## config.mk

```make
export PLATFORM = sky130hd
export DESIGN_NAME = compressed_sample_buffer_flat
export DESIGN_NICKNAME = d
export VERILOG_FILES = /design/src/rtl/compressed_sample_buffer_if.sv /design/src/rtl/compressed_sample_buffer.sv /design/src/flat_wrapper.sv
export SDC_FILE = /design/constraint.sdc
export NUM_CORES = 1
export LEC_CHECK = 0
export ABC_AREA = 1
export CORE_ASPECT_RATIO = 0.7
export CORE_MARGIN = 2
export CORE_UTILIZATION = 41
export DETAILED_ROUTE_END_ITERATION = 8
export GPL_TIMING_DRIVEN = 0
export PLACE_DENSITY_LB_ADDON = 0.05
export SLEW_MARGIN = 40
export SYNTH_ARGS = -nofsm -noshare
export SYNTH_HDL_FRONTEND = slang
export SYNTH_SLANG_ARGS = --single-unit
export TNS_END_PERCENT = 1
```

## constraint.sdc

```tcl
create_clock -name clock -period 4.3 [get_ports clock]
set_input_delay 0.43 -clock clock [delete_from_list [all_inputs] [get_ports clock]]
set_output_delay 0.43 -clock clock [all_outputs]
set_load 0.01 [all_outputs]
```

## src/rtl/compressed_sample_buffer_if.sv

```systemverilog
// compressed_sample_buffer_if: compressor capture inputs and codec-side replay outputs
interface compressed_sample_buffer_if #(parameter int DEPTH = 8);
   logic start, in_done, clear_flags;
   logic signed [11:0] in_sample;
   logic signed [11:0] sample_out;
   logic sample_strobe, overflow, underflow;
   logic [$clog2(DEPTH):0] fifo_count;
   modport master (
      output start, in_sample, in_done, clear_flags,
      input sample_out, sample_strobe, fifo_count, overflow, underflow
   );
   modport slave (
      input start, in_sample, in_done, clear_flags,
      output sample_out, sample_strobe, fifo_count, overflow, underflow
   );
endinterface

```

## src/rtl/compressed_sample_buffer.sv

```systemverilog
// compressed_sample_buffer: captures one compressor result per start and replays at a fixed sample cadence
module compressed_sample_buffer #(
   parameter int SAMPLING_RATE = 24000,
   parameter int CLOCK_FREQ = 27000000,
   parameter int DEPTH = 8
) (
   input logic clock,
   input logic reset_n,
   compressed_sample_buffer_if.slave bus
);
   localparam int DIV = CLOCK_FREQ / SAMPLING_RATE;
   localparam int AW = $clog2(DEPTH);
   localparam int CW = AW + 1;
   localparam int DW = $clog2(DIV);
   logic [DW-1:0] div_cnt;
   logic [AW-1:0] wr_ptr, rd_ptr;
   logic [CW-1:0] count;
   logic armed, push_pend;
   logic signed [11:0] push_data;
   logic signed [11:0] mem [DEPTH];
   logic tick, empty, full, pop_ok, push_ok;
   always_comb begin
      tick = div_cnt == DW'(DIV - 1);
      empty = count == '0;
      full = count == CW'(DEPTH);
      pop_ok = tick & ~empty;
      // a pop in the same cycle frees the slot, so a full FIFO still accepts
      push_ok = push_pend & (~full | tick);
   end
   assign bus.fifo_count = count;
   always_ff @(posedge clock or negedge reset_n) begin
      if (!reset_n) begin
         div_cnt <= '0;
         wr_ptr <= '0;
         rd_ptr <= '0;
         count <= '0;
         armed <= 1'b0;
         push_pend <= 1'b0;
         push_data <= '0;
         bus.sample_out <= '0;
         bus.sample_strobe <= 1'b0;
         bus.overflow <= 1'b0;
         bus.underflow <= 1'b0;
      end else begin
         div_cnt <= tick ? '0 : div_cnt + DW'(1);
         armed <= bus.start | (armed & ~bus.in_done);
         push_pend <= armed & bus.in_done;
         push_data <= bus.in_sample;
         wr_ptr <= wr_ptr + AW'(push_ok);
         rd_ptr <= rd_ptr + AW'(pop_ok);
         count <= count + CW'(push_ok) - CW'(pop_ok);
         bus.sample_strobe <= tick;
         bus.sample_out <= pop_ok ? mem[rd_ptr] : bus.sample_out;
         bus.overflow <= (push_pend & full & ~tick) | (bus.overflow & ~bus.clear_flags);
         bus.underflow <= (tick & empty) | (bus.underflow & ~bus.clear_flags);
      end
   end
   always_ff @(posedge clock) begin
      if (push_ok) mem[wr_ptr] <= push_data;
   end
endmodule

```

## src/flat_wrapper.sv

```systemverilog
// flat-port wrapper written by rule: the top's interface ports become plain ports
module compressed_sample_buffer_flat 
#(
   parameter int SAMPLING_RATE = 24000,
   parameter int CLOCK_FREQ = 27000000,
   parameter int DEPTH = 8
)
  (clock, reset_n, bus_start, bus_in_sample, bus_in_done, bus_clear_flags, bus_sample_out, bus_sample_strobe, bus_fifo_count, bus_overflow, bus_underflow);
  compressed_sample_buffer_if #(.DEPTH(DEPTH)) bus_i ();
  input logic clock;
  input logic reset_n;
  input wire logic [$bits(bus_i.start)-1:0] bus_start;
  input wire logic [$bits(bus_i.in_sample)-1:0] bus_in_sample;
  input wire logic [$bits(bus_i.in_done)-1:0] bus_in_done;
  input wire logic [$bits(bus_i.clear_flags)-1:0] bus_clear_flags;
  output wire logic [$bits(bus_i.sample_out)-1:0] bus_sample_out;
  output wire logic [$bits(bus_i.sample_strobe)-1:0] bus_sample_strobe;
  output wire logic [$bits(bus_i.fifo_count)-1:0] bus_fifo_count;
  output wire logic [$bits(bus_i.overflow)-1:0] bus_overflow;
  output wire logic [$bits(bus_i.underflow)-1:0] bus_underflow;
  assign bus_i.start = bus_start;
  assign bus_i.in_sample = bus_in_sample;
  assign bus_i.in_done = bus_in_done;
  assign bus_i.clear_flags = bus_clear_flags;
  assign bus_sample_out = bus_i.sample_out;
  assign bus_sample_strobe = bus_i.sample_strobe;
  assign bus_fifo_count = bus_i.fifo_count;
  assign bus_overflow = bus_i.overflow;
  assign bus_underflow = bus_i.underflow;
  compressed_sample_buffer #(.SAMPLING_RATE(SAMPLING_RATE), .CLOCK_FREQ(CLOCK_FREQ), .DEPTH(DEPTH)) u_core (.clock(clock), .reset_n(reset_n), .bus(bus_i));
endmodule
```

# After elaboration in Yosys (flattened, before gate mapping)
# Memory sizes are Yosys's and may differ from the RTL's. A register that Yosys moved wholly into a read port is not among the register bits.
# Index checks and enable logic that the tools add are counted.
[word_totals] reg_bits=38 ramBits=96 output_inout_bits=19 word_cells=41 n_memories=1
[op_classes] addsub=5 eq_ne=2 n_mux=3 bitwise=18 n_reduce_logical=2
[memory_table] name="u_core.mem" words=8 word_bits=12 rd=1 rd_ports_with_merged_regs=1 wr=1 line_no="compressed_sample_buffer.sv:20" rtl="logic signed [11:0] mem [DEPTH];"
[op_table] operator="$add A11 B1 Y11 const B" n=1
[op_table] operator="$eq A11 B11 Y1 const B" n=1
[op_table] operator="$mux W11" n=1
[op_table] operator="$and A1 B1 Y1" n=9
[op_table] operator="$add A3 B1 Y3" n=2
[op_table] operator="$not A1 Y1" n=5
[op_table] operator="$add A4 B1 Y4" n=1
[op_table] operator="$eq A4 B4 Y1 const B" n=1
[op_table] operator="$logic_not A4 Y1" n=1
[op_table] operator="$or A1 B1 Y1" n=4
[op_table] operator="$sub A4 B1 Y4" n=1
[op_table] operator="$mux W1" n=2
[op_table] operator="$logic_not A1 Y1" n=1

# Logic depth before layout (Yosys ltp)
# Gate-level depths: netlist of the first run.
[logic_depth] depth_word=6 mapped_depth=14 ltp_nobuf=14

# Worst setup path after synthesis of the first run
# Ideal clock, no wire load.
[synth_timing] kind="reg2reg" startpoint="register u_core.div_cnt[0]" endpoint="memory u_core.mem[0][0], enable pin" t_arrival_ps=1650 required_time_ps=3920 setup_slack_ps=2270 path_stages_with_launch=11 path_buffers=0 synth_period_minus_slack_ps=2030 cell_sequence="dfrtp_1 > inv_1 > ha_1 > inv_1 > nor2_1 > nand2_1 > nor2_1 > nand2_1 > nand2_1 > nand2_2 > nor2_1"
[synth_between] elab_chain_len=5
[synth_rtl] item="from (decl)" line_no="compressed_sample_buffer.sv:15" rtl="logic [DW-1:0] div_cnt;"
[synth_rtl] item="from (signal assigned)" line_no="compressed_sample_buffer.sv:45" rtl="div_cnt <= tick ? '0 : div_cnt + DW'(1);"
[synth_rtl] item="$eq A11 B11 Y1" line_no="compressed_sample_buffer.sv:23" rtl="tick = div_cnt == DW'(DIV - 1);"
[synth_rtl] item="$or A1 B1 Y1" line_no="compressed_sample_buffer.sv:28" rtl="push_ok = push_pend & (~full | tick);"
[synth_rtl] item="$and A1 B1 Y1" line_no="compressed_sample_buffer.sv:28"
[synth_rtl] item="$mux W1" line_no="compressed_sample_buffer.sv:59" rtl="if (push_ok) mem[wr_ptr] <= push_data;"
[synth_rtl] item="$mux W1 (implied by the code)" line_no="compressed_sample_buffer.sv:59"
[synth_rtl] item="to (decl)" line_no="compressed_sample_buffer.sv:20"
# No other way between the ends.

# Worst setup path in the final report of the first run
[layout_timing] startpoint="register u_core.div_cnt[0]" endpoint="memory u_core.mem[4][6], enable pin"
# The elaborated chain is that of the path after synthesis.

==> impl_metrics.yaml, run 1 <==
outcome:
  outcome: "complete, no violations"
layout:
  design_area_mm2: 0.00746
  final_common_cell: "nand2_1"
  area_delta_synth_final_pct: 20.8
  final_cells: 849
  final_cell_mix: "126 x nand2_1, 96 x edfxtp_1, 80 x inv_1, 73 x nand3_1, 64 x nor2_1"
  diodes: 0
  drive_above_1_share: 0.0948
  num-nets-final: 669
  fillers: 1335
worst_setup_path:
  crit_type: "reg2reg"
  cp.required_ns: 4.34
  worstSetupEndpointType: "register"
  worst-path-max-fanout: 12
  critPathArrivalTime_ns: 2.54
  crit_path_start_kind: "register"
sta:
  slew_headroom: 0.486
  fin_crit_ns: 2.49
  setup_slack_ns: 1.81
  max_slew.worst_pin.slew_ns: 0.770
  fin_crit_sh: 0.580
  setup_viol: 0
  max_freq_mhz: 401
  fin_setup_tns_ns: 0
  worst_clock_skew_ns: 0.0139
  slew_violations: 0
  rsz0062_at_grt: "no"
  hold_violations: 0
global_route:
  grt_pass1_wl_um: 21700
  met2_usage: 0.267
  use_met3: 0.0468
  grt_max_degree: 29
  grt_antenna_before_repair: 0
  grt_pass1_vias: 3775
  grt_usage: 0.191
  grt.busiest_layer: "met1"
  overflow: 0
  met1_usage: 0.294
yosys:
  yosysSeqAreaShare: 0.669
  synth.distinct_cells: 28
  syn-num-nets: 613
  synth_top_area_frac: 0.467
  yosys_warnings: 0
  avgSynthCellArea_um2: 10.6
  syn_inst: 585
  yosysTopAreaCell: "edfxtp_1"
  ys_ff_latch: 146
  syn_area_mm2: 0.00618
  synthTopCellsByArea: "edfxtp_1 47%, dfrtp_1 20%, nand2_1 7.7%"
route:
  vias: 3961
  drtIter0Drc: 310
  first_pass_iters: 4
  drc: 0
  viasPerCell: 4.67
  wire_per_inst_um: 16.4
  routed_wirelength_um: 13900
  postRouteAntennaNets: 0
clock_tree:
  clock-sinks: 146
  worstSkewPairLatency_ns: 0.42
  root_buffer: "clkbuf_16"
  htreeDepth: 4
  cts_buffer_depth: 2
  cts_buffers: 17
  path_clk_slew_ns: 0.06
  cts_tree: "yes"
place:
  dp.cells: 816
  dpl_worst_slack_ns: 1.78
  portBuffers: 35
  gp_congestion: 0.755
  dp_hpwl_um: 8940
  placed_cell_area_mm2: 0.00682
min_path:
  hold_path_class: "in2reg"
pwr:
  power_mw: 3.64
  ir_worst_vdd_mv: 0.263
  p_leak_nw: 3.21
  power_density_mw_per_mm2: 488
flow_run:
  drv_cap: 0
floorplanning:
  dieArea_mm2: 0.0161
  die-height_um: 107
  row_count: 37
  core_mm2: 0.0147
  initial_utilization: 0.420
  top_level_ports: 36
  dieWidth_um: 151
==> report_power, final <==
group          internal [mW]  total [mW]  switching [mW]
Sequential              1.65        1.71          0.0636
Combinational          0.160       0.411           0.251
Clock                  0.974        1.52           0.544
==> cell type report <==
| type | instances | area (µm²) | area share |
|---|---|---|---|
| Clock buffer | 19 | 443 | 0.0594 |
| Multi-Input combinational cell | 334 | 1670 | 0.224 |
| Sequential cell | 146 | 4130 | 0.554 |
| Buffer | 21 | 108 | 0.0144 |
| Tap cell | 195 | 244 | 0.0327 |
| Clock inverter | 13 | 165 | 0.0221 |
| Timing Repair Buffer | 37 | 378 | 0.0506 |
| Inverter | 84 | 315 | 0.0423 |
==> cell families after synthesis <==
group           share of synthesized area
simple gates                        0.222
flops                               0.669
buf+inv                            0.0685
fa+ha+maj                          0.0235
compound gates                    0.00770
xor+xnor                          0.00851
==> Yosys cell counts <==
cell type / instances
clkinv_1: 1
buf_6: 2
nor3_1: 1
nand3_1: 73
ha_1: 10
buf_2: 8
clkbuf_1: 10
inv_1: 80
nand4_1: 2
xor2_1: 3
xnor2_1: 3
edfxtp_1: 96
nor2_1: 72
nand3_2: 2
fa_1: 1
a21oi_1: 3
nor2_4: 2
nand2_1: 126
buf_4: 1
nand3_4: 1
inv_2: 3
nand4_2: 1
o21ai_0: 5
dfrtp_1: 50
nand2_2: 2
or2_0: 24
o21bai_1: 1
nor2_2: 2
==> path summary, 6_finish.rpt <==
check                                  start                   to  slack [ns]  cells past startpoint
max reg2reg                u_core.div_cnt[0]     u_core.mem[4][6]        1.81                     10
min reg2reg                     u_core.armed     u_core.push_pend        0.46                      2
min                         bus_in_sample[0]  u_core.push_data[0]        0.44                      1
max                        u_core.div_cnt[0]     u_core.mem[4][6]        1.81                     10
min in group asynchronous            reset_n  u_core.push_data[4]        0.47                      2
max in group asynchronous            reset_n    u_core.div_cnt[9]        3.35                      3
==> flip-flops by register name, summed over array words and instances, names as in the netlist <==
name                      count
u_core.mem                   96
u_core.bus.sample_out        12
u_core.push_data             12
u_core.div_cnt               11
u_core.bus.fifo_count         4
u_core.rd_ptr                 3
u_core.wr_ptr                 3
u_core.armed                  1
u_core.bus.overflow           1
u_core.bus.sample_strobe      1
u_core.bus.underflow          1
u_core.push_pend              1
==> worst max-delay path: stages, from the launching register on <==
cell,delay [ns]
dfrtp_1,0.41
inv_1,0.07
ha_1,0.17
inv_1,0.05
nor2_1,0.07
nand2_1,0.05
nor2_1,0.08
nand2_1,0.16
nand2_1,0.13
nand2_2,0.24
nor2_2,0.68
==> timing repair <==
item	4_1_cts	5_1_grt
resized for setup	0	0
endpoints found under the hold margin	22	0
hold buffers	1	0
buffers inserted	0	0
==> stage by stage <==
step                utilization  hold slack (ns)
detailed placement        0.463            0.381
floorplan                     -            0.134
global placement          0.460            0.445
finish                    0.507            0.443
global route              0.507            0.435
CTS                       0.505            0.430
==> routing by layer <==
| layer | vias to the layer above | share of wire |
|---|---|---|
| met5 | - | 0 |
| li1 | 1986 | - |
| met1 | 1878 | 0.50 |
| met3 | 6 | 0.061 |
| met4 | 0 | 0.0063 |
| met2 | 91 | 0.43 |
Note: power is estimated with default switching activity, not from simulation.
==> inputs of run 2 (changes only) <==
- clock period: 4.3 -> 2.15 ns (I/O delays scaled with it)
==> run 2 against run 1 <==
Core utilization rose by 0.73 points. Setup slack worse by 1.8 ns. Sequential power rose by 100%. Worst hold slack got worse by 0.21 ns. Routed wire length increased by 0.44%. Clock-buffer cell count did not move. Register-to-register slack worse by 1.8 ns. Clock power is 100% higher. Maximum frequency up 18%. Final cell count up 0.71%. Clock skew shrank 0.0031 ns. Largest power group unchanged.
==> impl_metrics.yaml, run 2 (synthesis gave the netlist of run 1 again) <==
worst_setup_path:
  path_cells: "inv_1 -> ha_2 -> inv_2 -> nor2_1 -> nand2_1 -> nor2_1 -> nand2_2 -> nand2_2 -> nand2_4 -> buf_12 -> nor2_4"
  critPathArrivalTime_ns: 2.18
  critPathBufInv: 3
  cp.required_ns: 2.21
  critical_path.slowest_cell: "dfrtp_1"
  worstSetupEndpointType: "register"
  crit_family: "simple AND/OR/NAND/NOR gates"
  worst-path-max-fanout: 12
  cp_slowest_stage_delay_ns: 0.39
  crit_type: "reg2reg"
  crit_path_start_kind: "register"
  reg2reg_slack_ns: 0.03
min_path:
  hold_path_class: "in2reg"
floorplanning:
  core_mm2: 0.0147
  dieWidth_um: 151
  dieArea_mm2: 0.0161
  row_count: 37
  initial_utilization: 0.420
  die-height_um: 107
  top_level_ports: 36
layout:
  final_common_cell: "nand2_1"
  seq_area_mm2: 0.00413
  utilization: 0.514
  final_cells: 855
  largest_reg_flops: 96
  regMostFlops: "u_core.mem"
  multiInputGateArea_mm2: 0.00170
  final_cell_mix: "124 x nand2_1, 96 x edfxtp_1, 78 x inv_1, 72 x nand3_1, 64 x nor2_1"
  drive_above_1_share: 0.114
  reg.largest.list: "u_core.mem x96, u_core.bus.sample_out x12, u_core.push_data x12"
  num-nets-final: 675
  design_area_mm2: 0.00757
  fillers: 1325
  area_delta_synth_final_pct: 22.5
  diodes: 0
place:
  dp_hpwl_um: 8940
  gp_congestion: 0.755
  portBuffers: 35
  dpl_worst_slack_ns: -0.373
  placed_cell_area_mm2: 0.00682
  dp.cells: 816
sta:
  fin_setup_tns_ns: 0
  worst_clock_skew_ns: 0.0108
  fin_crit_sh: 0.986
  rsz0062_at_grt: "yes"
  setup_viol: 0
  setup_slack_ns: 0.0302
  max_freq_mhz: 472
  finalHoldWorstSlack_ns: 0.228
  hold_violations: 0
  slew_headroom: 0.516
  slew_violations: 0
  fin_crit_ns: 2.12
  max_slew.worst_pin.slew_ns: 0.726
outcome:
  outcome: "complete, no violations"
pwr:
  p_leak_nw: 3.25
  ir_worst_vdd_mv: 0.528
  power_density_mw_per_mm2: 970
  power_mw: 7.34
global_route:
  grt_pass1_wl_um: 21800
  grt_max_degree: 29
  overflow: 0
  grt_usage: 0.192
  grt_pass1_vias: 3795
  grt_antenna_before_repair: 0
clock_tree:
  clock-sinks: 146
  cts_buffer_depth: 2
  worstSkewPairLatency_ns: 0.42
  root_buffer: "clkbuf_16"
  cts_buffers: 17
  htreeDepth: 4
  path_clk_slew_ns: 0.06
  cts_tree: "yes"
route:
  drtIter0Drc: 291
  first_pass_iters: 5
  postRouteAntennaNets: 0
  vias: 4027
  viasPerCell: 4.71
  drc: 0
  routed_wirelength_um: 14000
  wire_per_inst_um: 16.4
flow_run:
  drv_cap: 0
run 2: changes by cell type in the layout (fill, tap and decap cells not counted), moves of 2 or more:
cell / before / now
inv_1: 80 / 78
inv_2: 3 / 5
buf_12: 1 / 4
nand2_1: 126 / 124
ha_2: 0 / 2
ha_1: 10 / 8
buf_4: 2 / 5
run 2: what timing repair did:
| item | CTS | global route |
|---|---|---|
| setup buffers | 3 | 3 |
| pin swaps | 2 | 3 |
| hold buffers | 1 | 0 |
| gates resized for setup | 9 | 4 |
| setup endpoints to repair | 99 | 86 |
| endpoints found under the hold margin | 22 | 0 |
run 2: power by group:
part | leakage (nW) | switching, mW | internal [mW]
Clock | 0.303 | 1.09 | 1.95
Combinational | 1.44 | 0.525 | 0.353
Sequential | 1.50 | 0.128 | 3.29
Total | 3.25 | 1.74 | 5.59
run 2: final cells by class:
| type | instances | area share |
|---|---|---|
| well taps | 195 | 0.0322 |
| clock buffers | 19 | 0.0585 |
| repair buffers | 43 | 0.0608 |
| multi-input cells | 334 | 0.224 |
| inverters | 84 | 0.0417 |
| flip-flops and latches | 146 | 0.546 |
| plain buffers | 21 | 0.0142 |
| clock inverters | 13 | 0.0218 |
run 2: layer usage:
metal / GRT usage / vias up / part of all wire
li1: - / 1998 / -
met2: 0.268 / 92 / 0.41
met4: 0.0581 / 0 / 0.012
met1: 0.295 / 1922 / 0.52
met5: 0 / - / 0
met3: 0.0468 / 15 / 0.053
run 2: worst paths after layout:
path                                         from  cells past startpoint                   to
min in group asynchronous                 reset_n                      2  u_core.push_data[4]
worst max register to register  u_core.div_cnt[1]                     11     u_core.mem[0][6]
max in group asynchronous                 reset_n                      3    u_core.div_cnt[9]
worst min register to register       u_core.armed                      2     u_core.push_pend
worst min-delay path             bus_in_sample[0]                      1  u_core.push_data[0]
worst max-delay path            u_core.div_cnt[1]                     11     u_core.mem[0][6]
==> inputs of run 3 (changes only) <==
--- a/config.mk
+++ b/config.mk
@@ -6,5 +6,4 @@
 export NUM_CORES = 1
 export LEC_CHECK = 0
-export ABC_AREA = 1
 export CORE_ASPECT_RATIO = 0.7
 export CORE_MARGIN = 2
==> constraint.sdc (replaced) <==
create_clock -name clock -period 2.15 [get_ports clock]
set_input_delay 0.215 -clock clock [delete_from_list [all_inputs] [get_ports clock]]
set_output_delay 0.215 -clock clock [all_outputs]
set_load 0.1 [all_outputs]
==> run 3 against run 2 <==
The flow now finishes with violations (setup timing). Design area fell by 5.3%. Sequential share of layout area up 3.3 points. Flip-flop and latch count is the same. Combinational power is 41% higher. Clock power about the same. Synthesized cell count down 48%. Final cell count shrank 32%. Synthesized area shrank 8.4%. Via count is 27% lower. Clock skew rose by 0.0028 ns. Die area down 8.2%. Critical path type unchanged. Largest cell class unchanged. Highest routed layer unchanged.
==> impl_metrics.yaml, run 3 <==
clock_tree:
  htreeDepth: 4
  worstSkewPairLatency_ns: 0.42
  cts_buffer_depth: 2
  root_buffer: "clkbuf_16"
  cts_tree: "yes"
  cts_buffers: 17
  clock-sinks: 146
  path_clk_slew_ns: 0.06
sta:
  worst_clock_skew_ns: 0.0136
  slew_violations: 0
  max_freq_mhz: 452
  fin_crit_ns: 2.21
  fin_crit_sh: 1.03
  rsz0062_at_grt: "yes"
  max_slew.worst_pin.slew_ns: 0.668
  setup_slack_ns: -0.0617
  hold_violations: 0
  slew_headroom: 0.555
  setup_viol: 50
worst_setup_path:
  worstSetupEndpointType: "register"
  cp.required_ns: 2.47
  crit_path_start_kind: "register"
  setup.worst_path.start: "u_core.div_cnt[1]"
  cp_slowest_stage_delay_ns: 0.54
  crit_family: "adder cells"
  crit_type: "reg2reg"
  critPathBufInv: 5
  critical_path.slowest_cell: "fa_2"
  r2r-start: "u_core.div_cnt[1]"
  critPathArrivalTime_ns: 2.53
  path_cells: "inv_1 -> ha_2 -> and4bb_1 -> nand4_4 -> clkinv_4 -> o21ai_4 -> inv_2 -> ha_4 -> inv_2 -> fa_2 -> inv_1"
  worst-path-max-fanout: 7
layout:
  area_delta_synth_final_pct: 26.7
  final_cell_mix: "96 x edfxtp_1, 46 x dfrtp_1, 24 x buf_2, 24 x mux4_2, 17 x clkbuf_16"
  regMostFlops: "u_core.mem"
  fillers: 1117
  diodes: 0
  num-nets-final: 411
  multiInputGateArea_mm2: 0.00152
  design_area_mm2: 0.00717
  final_common_cell: "edfxtp_1"
  reg.largest.list: "u_core.mem x96, u_core.bus.sample_out x12, u_core.push_data x12"
  largest_reg_flops: 96
  seq_area_mm2: 0.00415
  drive_above_1_share: 0.338
flow_run:
  drv_cap: 0
place:
  dpl_worst_slack_ns: -0.500
  gp_congestion: 0.733
  placed_cell_area_mm2: 0.00632
  portBuffers: 35
  dp_hpwl_um: 7590
yosys:
  synth-edff-count: 96
  synth.distinct_cells: 38
  avgSynthCellArea_um2: 18.5
  yosys_warnings: 0
  synthTopCellsByArea: "edfxtp_1 51%, dfrtp_1 22%, mux4_2 9.6%"
  synth_top_area_frac: 0.510
  syn_inst: 306
  ys_async_sr_fraction: 0.342
  synthTopCellsByCount: "96 x edfxtp_1, 50 x dfrtp_1, 24 x mux4_2"
  yosysTopAreaCell: "edfxtp_1"
  syn_area_mm2: 0.00566
  ys_ff_latch: 146
  ys.flop_type: "edfxtp_1"
  syn-num-nets: 334
  synth_most_common_cell: "edfxtp_1"
  yosysSeqAreaShare: 0.731
route:
  routed_wirelength_um: 11700
  drtIter0Drc: 131
  drc: 0
  viasPerCell: 5.05
  wire_per_inst_um: 20.2
  first_pass_iters: 4
  postRouteAntennaNets: 0
  vias: 2936
global_route:
  grt_max_degree: 41
  grt_pass1_wl_um: 17700
  grt_usage: 0.173
  grt_antenna_before_repair: 0
  grt_pass1_vias: 2931
  overflow: 0
outcome:
  violations: "setup timing"
  outcome: "finished with violations"
min_path:
  hold_path_class: "in2async"
floorplanning:
  die-height_um: 102
  row_count: 35
  dieArea_mm2: 0.0148
  core_mm2: 0.0133
  initial_utilization: 0.425
  dieWidth_um: 144
  top_level_ports: 36
pwr:
  ir_worst_vdd_mv: 0.493
  power_density_mw_per_mm2: 1080
  power_mw: 7.75
  p_leak_nw: 2.68
## run 3: changes by cell type in the layout (fill, tap and decap cells not counted), sizes merged, moves of 4 or more
cell           previous run  this run
nand2                   128         7
clkdlybuf4s50            34        15
mux4                      0        24
a21oi                     3        13
nor2                     76        10
mux2i                     0        12
nor4b                     0         4
or2                      24         1
inv                      83        17
a31oi                     0        12
buf                      19        52
xor2                      3         7
clkbuf                   29        20
nand3                    76         5
## run 3: report_power, final
group	switching, mW	total, mW	leakage [nW]	internal (mW)
registers	0.181	3.49	1.50	3.31
clock network	1.17	3.01	0.296	1.84
logic	0.818	1.24	0.880	0.426
total	2.17	7.75	2.68	5.57
## run 3: repair_timing
item,CTS,global route
pin swaps,7,9
hold buffers,1,0
gates resized for setup,11,15
endpoints found under the setup margin,98,88
hold endpoints to repair,50,0
buffers inserted,6,7
## run 3: routing by layer
metal	GRT usage	wire length, µm
met5	0	0
met4	0.0560	125
met3	0.0473	591
met2	0.244	5080
met1	0.263	5910
## run 3: final cells by class
cell class,instances,area share
Inverter,14,0.00803
Tap cell,185,0.0323
Timing Repair Buffer,58,0.0724
Clock inverter,15,0.0253
Sequential cell,146,0.579
Multi-Input combinational cell,133,0.212
Buffer,13,0.0119
Clock buffer,17,0.0593
## run 3: worst register-to-register path, delay by kind of cell, from the launching register on
kind / cells / cell delay, ns
buffers and inverters: 5 / 0.39
and+or+nand+nor: 2 / 0.39
adders and majority gates: 3 / 0.83
DFF: 1 / 0.39
AOI/OAI and AO/OA: 1 / 0.11
## run 3: kinds of logic (layout without fill, tap and decap cells)
| family | after synthesis | count (layout) | share of synthesized area |
|---|---|---|---|
| compound gates | 32 | 32 | 0.0347 |
| buf+inv | 27 | 117 | 0.0246 |
| mux | 36 | 36 | 0.117 |
| xor+xnor | 13 | 13 | 0.0201 |
| fa+ha+maj | 11 | 11 | 0.0257 |
| simple gates | 41 | 41 | 0.0471 |
| flops | 146 | 146 | 0.731 |
## run 3: stage by stage
step                      std cells  hold slack (ns)   util  setup TNS, ns
after detailed placement        535           0.0850  0.475         -24.96
final                           581            0.187  0.538          -1.97
after global placement          526            0.455  0.475        -103.76
after global routing            581            0.194  0.538          -8.60
after CTS                       574            0.179  0.529          -9.96
after floorplan                 306          -0.0806      -        -0.0183
## run 3: path summary, 6_finish.rpt
path	endpoint	slack, ns	cells past startpoint
setup / recovery	u_core.bus.fifo_count[1]	-0.06	11
hold / removal	u_core.push_data[2]	0.19	2
setup reg to reg	u_core.bus.fifo_count[1]	-0.06	11
hold reg to reg	u_core.armed	0.47	1
max in group asynchronous	u_core.bus.fifo_count[3]	1.47	3
min in group clock	u_core.push_data[2]	0.23	1
